[src/rtl/cdb_rr_arbiter.sv]
// Round-robin CDB arbiter: N_CH execution-unit channels plus one max-priority channel towards the ROB.
// Optional max-priority starvation guard: define CDB_ARB_STARVE_GUARD_EN.
module cdb_rr_arbiter #(
    parameter int N_CH           = 7,
    parameter int MAX_PRIO_BURST = 8,
    localparam int IDX_W         = $clog2(N_CH + 1)
) (
    input  logic             clk_i,
    input  logic             rst_i,
    input  logic             flush_i,
    input  logic             max_prio_valid_i,
    output logic             max_prio_ready_o,
    input  logic [N_CH-1:0]  valid_i,
    output logic [N_CH-1:0]  ready_o,
    input  logic             rob_ready_i,
    output logic             rob_valid_o,
    output logic             served_max_prio_o,
    output logic [IDX_W-1:0] served_o
);

    if (N_CH < 2 || MAX_PRIO_BURST < 1) begin : g_param_check
        $error("cdb_rr_arbiter: N_CH must be >= 2 and MAX_PRIO_BURST >= 1");
    end

    logic [IDX_W-1:0] ptr_q, ptr_d;
    logic             lock_q, lock_d;
    logic [IDX_W-1:0] lock_idx_q, lock_idx_d;

    logic             any_valid;
    logic             lock_live;
    logic             scan_found;
    logic [IDX_W-1:0] scan_idx;
    logic [IDX_W-1:0] ord_idx;
    logic             guard_block;
    logic             mp_win;
    logic             ord_win;

`ifdef CDB_ARB_STARVE_GUARD_EN
    localparam int CNT_W = $clog2(MAX_PRIO_BURST + 1);

    logic [CNT_W-1:0] burst_cnt_q, burst_cnt_d;

    assign guard_block = (burst_cnt_q == CNT_W'(MAX_PRIO_BURST)) && any_valid;
`else
    assign guard_block = 1'b0;
`endif

    always_comb begin
        any_valid = |valid_i;

        // A locked channel that dropped valid no longer holds the grant this cycle.
        lock_live = 1'b0;
        for (int unsigned i = 0; i < N_CH; i++) begin
            if (lock_idx_q == IDX_W'(i)) begin
                lock_live = lock_q & valid_i[i];
            end
        end

        // Rotating scan: first pass covers ptr_q..N_CH-1, second pass wraps from 0.
        scan_found = 1'b0;
        scan_idx   = '0;
        for (int unsigned i = 0; i < N_CH; i++) begin
            if (!scan_found && valid_i[i] && (IDX_W'(i) >= ptr_q)) begin
                scan_found = 1'b1;
                scan_idx   = IDX_W'(i);
            end
        end
        for (int unsigned i = 0; i < N_CH; i++) begin
            if (!scan_found && valid_i[i]) begin
                scan_found = 1'b1;
                scan_idx   = IDX_W'(i);
            end
        end

        ord_idx = lock_live ? lock_idx_q : scan_idx;
        mp_win  = max_prio_valid_i & ~guard_block;
        ord_win = ~mp_win & any_valid;

        rob_valid_o       = max_prio_valid_i | any_valid;
        served_max_prio_o = mp_win;
        max_prio_ready_o  = mp_win & rob_ready_i;
        served_o          = ord_win ? ord_idx + IDX_W'(1) : '0;

        ready_o = '0;
        for (int unsigned i = 0; i < N_CH; i++) begin
            if (ord_win && (ord_idx == IDX_W'(i))) begin
                ready_o[i] = rob_ready_i;
            end
        end
    end

    always_comb begin
        ptr_d      = ptr_q;
        lock_d     = lock_q;
        lock_idx_d = lock_idx_q;

        if (lock_q && !lock_live) begin
            lock_d = 1'b0;
        end

        // Max-priority preemption leaves both pointer and lock untouched.
        if (ord_win) begin
            if (rob_ready_i) begin
                lock_d = 1'b0;
                ptr_d  = (ord_idx == IDX_W'(N_CH - 1)) ? '0 : ord_idx + IDX_W'(1);
            end else begin
                lock_d     = 1'b1;
                lock_idx_d = ord_idx;
            end
        end

        if (flush_i) begin
            ptr_d      = '0;
            lock_d     = 1'b0;
            lock_idx_d = '0;
        end
    end

`ifdef CDB_ARB_STARVE_GUARD_EN
    always_comb begin
        burst_cnt_d = burst_cnt_q;
        if (!any_valid || (ord_win && rob_ready_i)) begin
            burst_cnt_d = '0;
        end else if (mp_win && rob_ready_i && (burst_cnt_q != CNT_W'(MAX_PRIO_BURST))) begin
            burst_cnt_d = burst_cnt_q + CNT_W'(1);
        end
        if (flush_i) begin
            burst_cnt_d = '0;
        end
    end

    always_ff @(posedge clk_i) begin
        if (rst_i) begin
            burst_cnt_q <= '0;
        end else begin
            burst_cnt_q <= burst_cnt_d;
        end
    end
`endif

    always_ff @(posedge clk_i) begin
        if (rst_i) begin
            ptr_q      <= '0;
            lock_q     <= 1'b0;
            lock_idx_q <= '0;
        end else begin
            ptr_q      <= ptr_d;
            lock_q     <= lock_d;
            lock_idx_q <= lock_idx_d;
        end
    end

endmodule

[config.mk]
export PLATFORM = sky130hd
export DESIGN_NAME = cdb_rr_arbiter
export DESIGN_NICKNAME = d
export VERILOG_FILES = /design/src/rtl/cdb_rr_arbiter.sv
export SDC_FILE = /design/constraint.sdc
export NUM_CORES = 1
export LEC_CHECK = 0
export CAP_MARGIN = 20
export CORE_UTILIZATION = 45
export CTS_CLUSTER_SIZE = 30
export DETAILED_ROUTE_END_ITERATION = 12
export PLACE_DENSITY = 0.87
export SLEW_MARGIN = 20
export SYNTH_ARGS = -nofsm -noshare
export SYNTH_HDL_FRONTEND = slang
export SYNTH_SLANG_ARGS = --single-unit
[constraint.sdc]
create_clock -name clk_i -period 5.71 [get_ports clk_i]
set_input_delay 1.713 -clock clk_i [delete_from_list [all_inputs] [get_ports clk_i]]
set_output_delay 1.713 -clock clk_i [all_outputs]
set_load 0.05 [all_outputs]
After elaboration in Yosys (flattened, before gate mapping)
Index checks and enable logic that the tools add are counted.
{"block": "classes", "n_addsub": 1, "order_cmp": 7, "eq_ne": 12, "muxes": 46, "bitwise_logic": 12, "reduce_logical": 49}
{"operator": "$mux 3", "n": 15}
{"operator": "$mux 1", "n": 31}
{"operator": "$logic_and 1x1->1", "n": 28}
{"operator": "$eq 3x3->1 const B", "n": 6}
{"operator": "$logic_not 1->1", "n": 14}
{"operator": "$eq 3x2->1 const B", "n": 4}
{"operator": "$and 1x1->1", "n": 9}
{"operator": "$ge 3x3->1 const A", "n": 3}
{"operator": "$reduce_or 7->1", "n": 1}
{"operator": "$eq 3x1->1 const B", "n": 2}
{"operator": "$ge 1x3->1 const A", "n": 2}
{"operator": "$ge 2x3->1 const A", "n": 2}
{"operator": "$logic_not 3->1", "n": 2}
{"operator": "$reduce_and 2->1", "n": 2}
{"operator": "$add 3x1->3 const B", "n": 1}
{"operator": "$not 1->1", "n": 2}
{"operator": "$reduce_bool 2->1", "n": 1}
{"operator": "$reduce_or 2->1", "n": 1}
{"operator": "$or 1x1->1", "n": 1}
{"block": "word_totals", "regBits": 7, "input_bits": 12, "out_inout_bits": 13, "wordCells": 130}

Longest topological paths before layout
{"block": "logic_depth", "ltp_word": 52, "mapped_depth": 13, "depth_no_buf": 12}

Least setup slack after synthesis
No wires, ideal clock.
{"block": "synth_path", "kind": "input-to-output", "start": "input valid_i[0]", "end": "output ready_o[6]", "t_arrival_ps": 4092, "required_time_ps": 3997, "path_slack_ps": -95, "path_stages": 8, "path_buffers": 0, "cell_sequence": "nor4_1 nand2b_1 or3_1 nand2_1 mux2_2 ha_1 inv_1 nor3_1"}
{"block": "synth_between", "elab_chain_len": 51, "word_cells_on_any_way": 73, "cone_classes": "eq/ne (1); mux (35); bitwise (2); reduce/logical (35)"}
{"item": "from (decl)", "line": "13", "text": "input logic [N_CH-1:0] valid_i,"}
{"item": "$logic_and 1x1->1", "line": "63", "text": "if (!scan_found && valid_i[i] && (IDX_W'(i) >= ptr_q)) begin"}
{"item": "$mux 1", "line": "63"}
{"item": "$logic_not 1->1", "line": "63"}
{"item": "$logic_and 1x1->1 (2 in a row)", "line": "63"}
{"item": "$mux 1", "line": "63"}
{"item": "$logic_not 1->1", "line": "63"}
{"item": "$logic_and 1x1->1 (2 in a row)", "line": "63"}
{"item": "$mux 1", "line": "63"}
{"item": "[34 not listed]"}
{"item": "$logic_not 1->1", "line": "69", "text": "if (!scan_found && valid_i[i]) begin"}
{"item": "$logic_and 1x1->1", "line": "69"}
{"item": "$mux 3", "line": "69"}
{"item": "$mux 3 (*)", "line": "75", "text": "ord_idx = lock_live ? lock_idx_q : scan_idx;"}
{"item": "named net ord_idx[1]", "line": "33", "text": "logic [IDX_W-1:0] ord_idx;"}
{"item": "$eq 3x3->1 (*)", "line": "86", "text": "if (ord_win && (ord_idx == IDX_W'(i))) begin"}
{"item": "$logic_and 1x1->1 (*)", "line": "86"}
{"item": "$mux 1 (*)", "line": "86"}
{"item": "to (decl)", "line": "14", "text": "output logic [N_CH-1:0] ready_o,"}
The timed path passes the listed nets; every way through them passes the cells marked *.

Worst setup path after layout
{"block": "layout_path", "start": "input valid_i[2]", "end": "output served_o[2]"}
{"block": "layout_between", "elab_chain_len": 43, "word_cells_on_any_way": 62, "cone_classes": "add/sub (1); mux (30); bitwise (2); reduce/logical (29)"}
{"item": "$logic_and 1x1->1 (2 in a row)", "line": "63"}
{"item": "$mux 1", "line": "63"}
{"item": "$logic_not 1->1", "line": "63"}
{"item": "$logic_and 1x1->1 (2 in a row)", "line": "63"}
{"item": "$mux 1", "line": "63"}
{"item": "$logic_not 1->1", "line": "63"}
{"item": "$logic_and 1x1->1 (2 in a row)", "line": "63"}
{"item": "$mux 1", "line": "63"}
{"item": "[25 not listed]"}
{"item": "$mux 1", "line": "69"}
{"item": "$logic_not 1->1", "line": "69"}
{"item": "$logic_and 1x1->1", "line": "69"}
{"item": "$mux 3", "line": "69"}
{"item": "$mux 3 (*)", "line": "75"}
{"item": "named net ord_idx[0]", "line": "33"}
{"item": "$add 3x1->3 (*)", "line": "82", "text": "served_o = ord_win ? ord_idx + IDX_W'(1) : '0;"}
{"item": "$mux 3 (*)", "line": "82"}
{"item": "to (decl)", "line": "18", "text": "output logic [IDX_W-1:0] served_o"}
Marks and branches as above.

==> impl_metrics.yaml <==
status:
  outcome: "complete, no violations"
cells_and_area:
  multi_input_area_um2: 691.9
  final_cell_mix: "buf_4, nor2_1, nand2_1"
  final_common_cell: "buf_4"
  fillers: 126
  finalNonFillerCells: 183
  drive_above_1_share: 0.3418
  nNetsFinal: 176
  area_growth_pct: 61.24
  seqCellArea_um2: 140.1
  antenna_cells: 0
sta:
  slew_violations: 0
  finalSetupViolations: 0
  rsz0062_at_grt: "no"
  post-route-period-util: 0.9791
  worst_pin_slew_ns: 0.5806
  slew_headroom: 0.6121
  hold_viol: 0
  skew_ns: 0.003431
  setup_slack_ns: 0.1191
  period_needed_ns: 5.591
  fmax_mhz: 178.9
grt:
  grt_pass1_vias: 995
  grt_overflow: 0
  antenna_found_initial: 0
  grt_pass1_wl_um: 4574
  grt_usage: 0.3118
  grt_max_degree: 11
critical_path:
  cpPeakStageDelay_ns: 0.37
  arrival_ns: 3.88
  crit_type: "in2out"
  r2r_slack_ns: 2.81
  critPathCaptureType: "output pin"
  cp_slowest_cell: "o31a_2"
  crit_buf_inv: 3
  cp.required_ns: 4.00
  crit_path_start_kind: "input pin"
  crit_path_max_fanout: 5
  crit_family: "compound AO/OA/AOI/OAI gates"
  crit_top_cell: "ha_1"
  crit_chain: "clkdlybuf4s15_1, a21bo_1, a21oi_1, nand2b_1, a311oi_1, o31a_2, inv_1, ha_1, ha_1, nor2_2, buf_12"
cts:
  cts_max_path_buffers: 2
  path_clk_slew_ns: 0.05
  cts_tree: "done"
  htree_levels: 1
  cts-buffers-inserted: 3
  clkLatencyLatePin_ns: 0.26
  cts-root-buf: "clkbuf_4"
  cts_sinks: 7
drt:
  wl_per_cell_um: 15.49
  drt_pass1_iterations: 4
  wirelength_um: 2834
  via_per_inst: 5.754
  via_count: 1053
  drc: 0
  ant_nets: 0
  drt_iter0_drc: 32
logic_synthesis:
  async_flop_share: 0
  syn_avg_cell_area_um2: 7.229
  yosysUniqueCellTypes: 46
  ys.flop_type: "dfxtp_1"
  yosysWarnings: 0
  syn-num-nets: 134
  ys_ff_latch: 7
  syn_area_um2: 845.8
  synth-edff-count: 0
  synthCells: 117
  ys_seq_area_frac: 0.1657
place:
  hpwl_um: 2240
  dp_slack_ns: -0.2595
  place.gp.congestion: 0.9461
  dp_cells: 179
  numPortBuffers: 24
floorplan:
  fp.dieW_um: 45.36
  pin_count: 25
  dieHeight_um: 45.36
  row_count: 15
  start_util: 0.4846
  die_area_um2: 2057
  core_um2: 1745
min_path:
  hp-class: "reg2reg"
run:
  drv_cap: 0
power:
  power_density_nw_per_um2: 139.3
  peakVddDrop_mv: 0.1144
  power_leakage_nw: 0.5536
  power_mw: 0.1899
## report_power, final
part / internal (mW) / switching, mW
Sequential: 0.0504 / 0.00250
Combinational: 0.0413 / 0.0500
Clock: 0.0267 / 0.0190
Total: 0.118 / 0.0715
## flip-flops by register name (all words and copies together) (netlist names)
register,flops
ptr_q,3
lock_idx_q,3
lock_q,1
## worst paths after layout
check                                    from       endpoint  cells after the start
worst min-delay path            lock_idx_q[0]  lock_idx_q[0]                      2
worst max register to register       ptr_q[1]       ptr_q[0]                     11
worst max-delay path               valid_i[2]    served_o[2]                     11
worst min register to register  lock_idx_q[0]  lock_idx_q[0]                      2
## per-stage QoR
step	instance area [um^2]	setup TNS [ns]	hold slack, ns	util
finish	1364	0	0.5401	0.7814
floorplan	850.8	0	0.4970	-
detailed placement	1303	-0.8719	0.5382	0.7462
global placement	1303	-0.3247	0.5288	0.7462
global route	1364	0	0.6170	0.7814
CTS	1363	0	0.5470	0.7806
## logic make-up after synthesis
group,count (synthesis),share of synthesized area
DFF,7,0.1657
and+or+nand+nor,56,0.3373
adders and majority gates,5,0.07396
AOI/OAI and AO/OA,32,0.2855
muxes,4,0.06509
buffers and inverters,13,0.07249
## synth_stat cells, types with 3 or more instances
cell type,instances,share of area
nor2_1,16,0.071
nand2_1,11,0.049
a21oi_1,7,0.041
dfxtp_1,7,0.17
inv_1,7,0.031
ha_1,5,0.074
nor2b_1,5,0.037
and3_1,4,0.030
o21ai_0,4,0.024
nor3_1,3,0.018
o21ai_1,3,0.018
or2_2,3,0.022
## worst register-to-register path: stages (launching register included)
cell and delay (ns):
dfxtp_1 0.53, a21bo_1 0.18, a21oi_1 0.09, nand2b_1 0.21
a311oi_1 0.27, o31a_2 0.21, buf_4 0.14, ha_2 0.21
inv_1 0.09, buf_4 0.14, o41a_1 0.47, a32o_1 0.26
## layer usage
layer | up-vias | share of wire | global-route usage
met2 | 49 | 0.51 | 0.5536
met3 | 8 | 0.062 | 0.06800
met1 | 492 | 0.40 | 0.3575
met4 | 0 | 0.023 | 0.1273
met5 | - | 0 | 0
li1 | 504 | - | -
## timing repair
item,4_1_cts,5_1_grt
endpoints found under the hold margin,0,0
setup buffers,0,0
pin swaps,1,0
gates cloned,0,0
hold buffers,0,0
gates resized for setup,17,1
endpoints found under the setup margin,8,3
## layout make-up
type | instances | area share
clock buffers | 4 | 0.01927
inverters | 7 | 0.01927
multi-input cells | 97 | 0.5073
flip-flops and latches | 7 | 0.1028
well taps | 25 | 0.02294
repair buffers | 43 | 0.3284
Note: power is estimated with default switching activity, not from simulation.
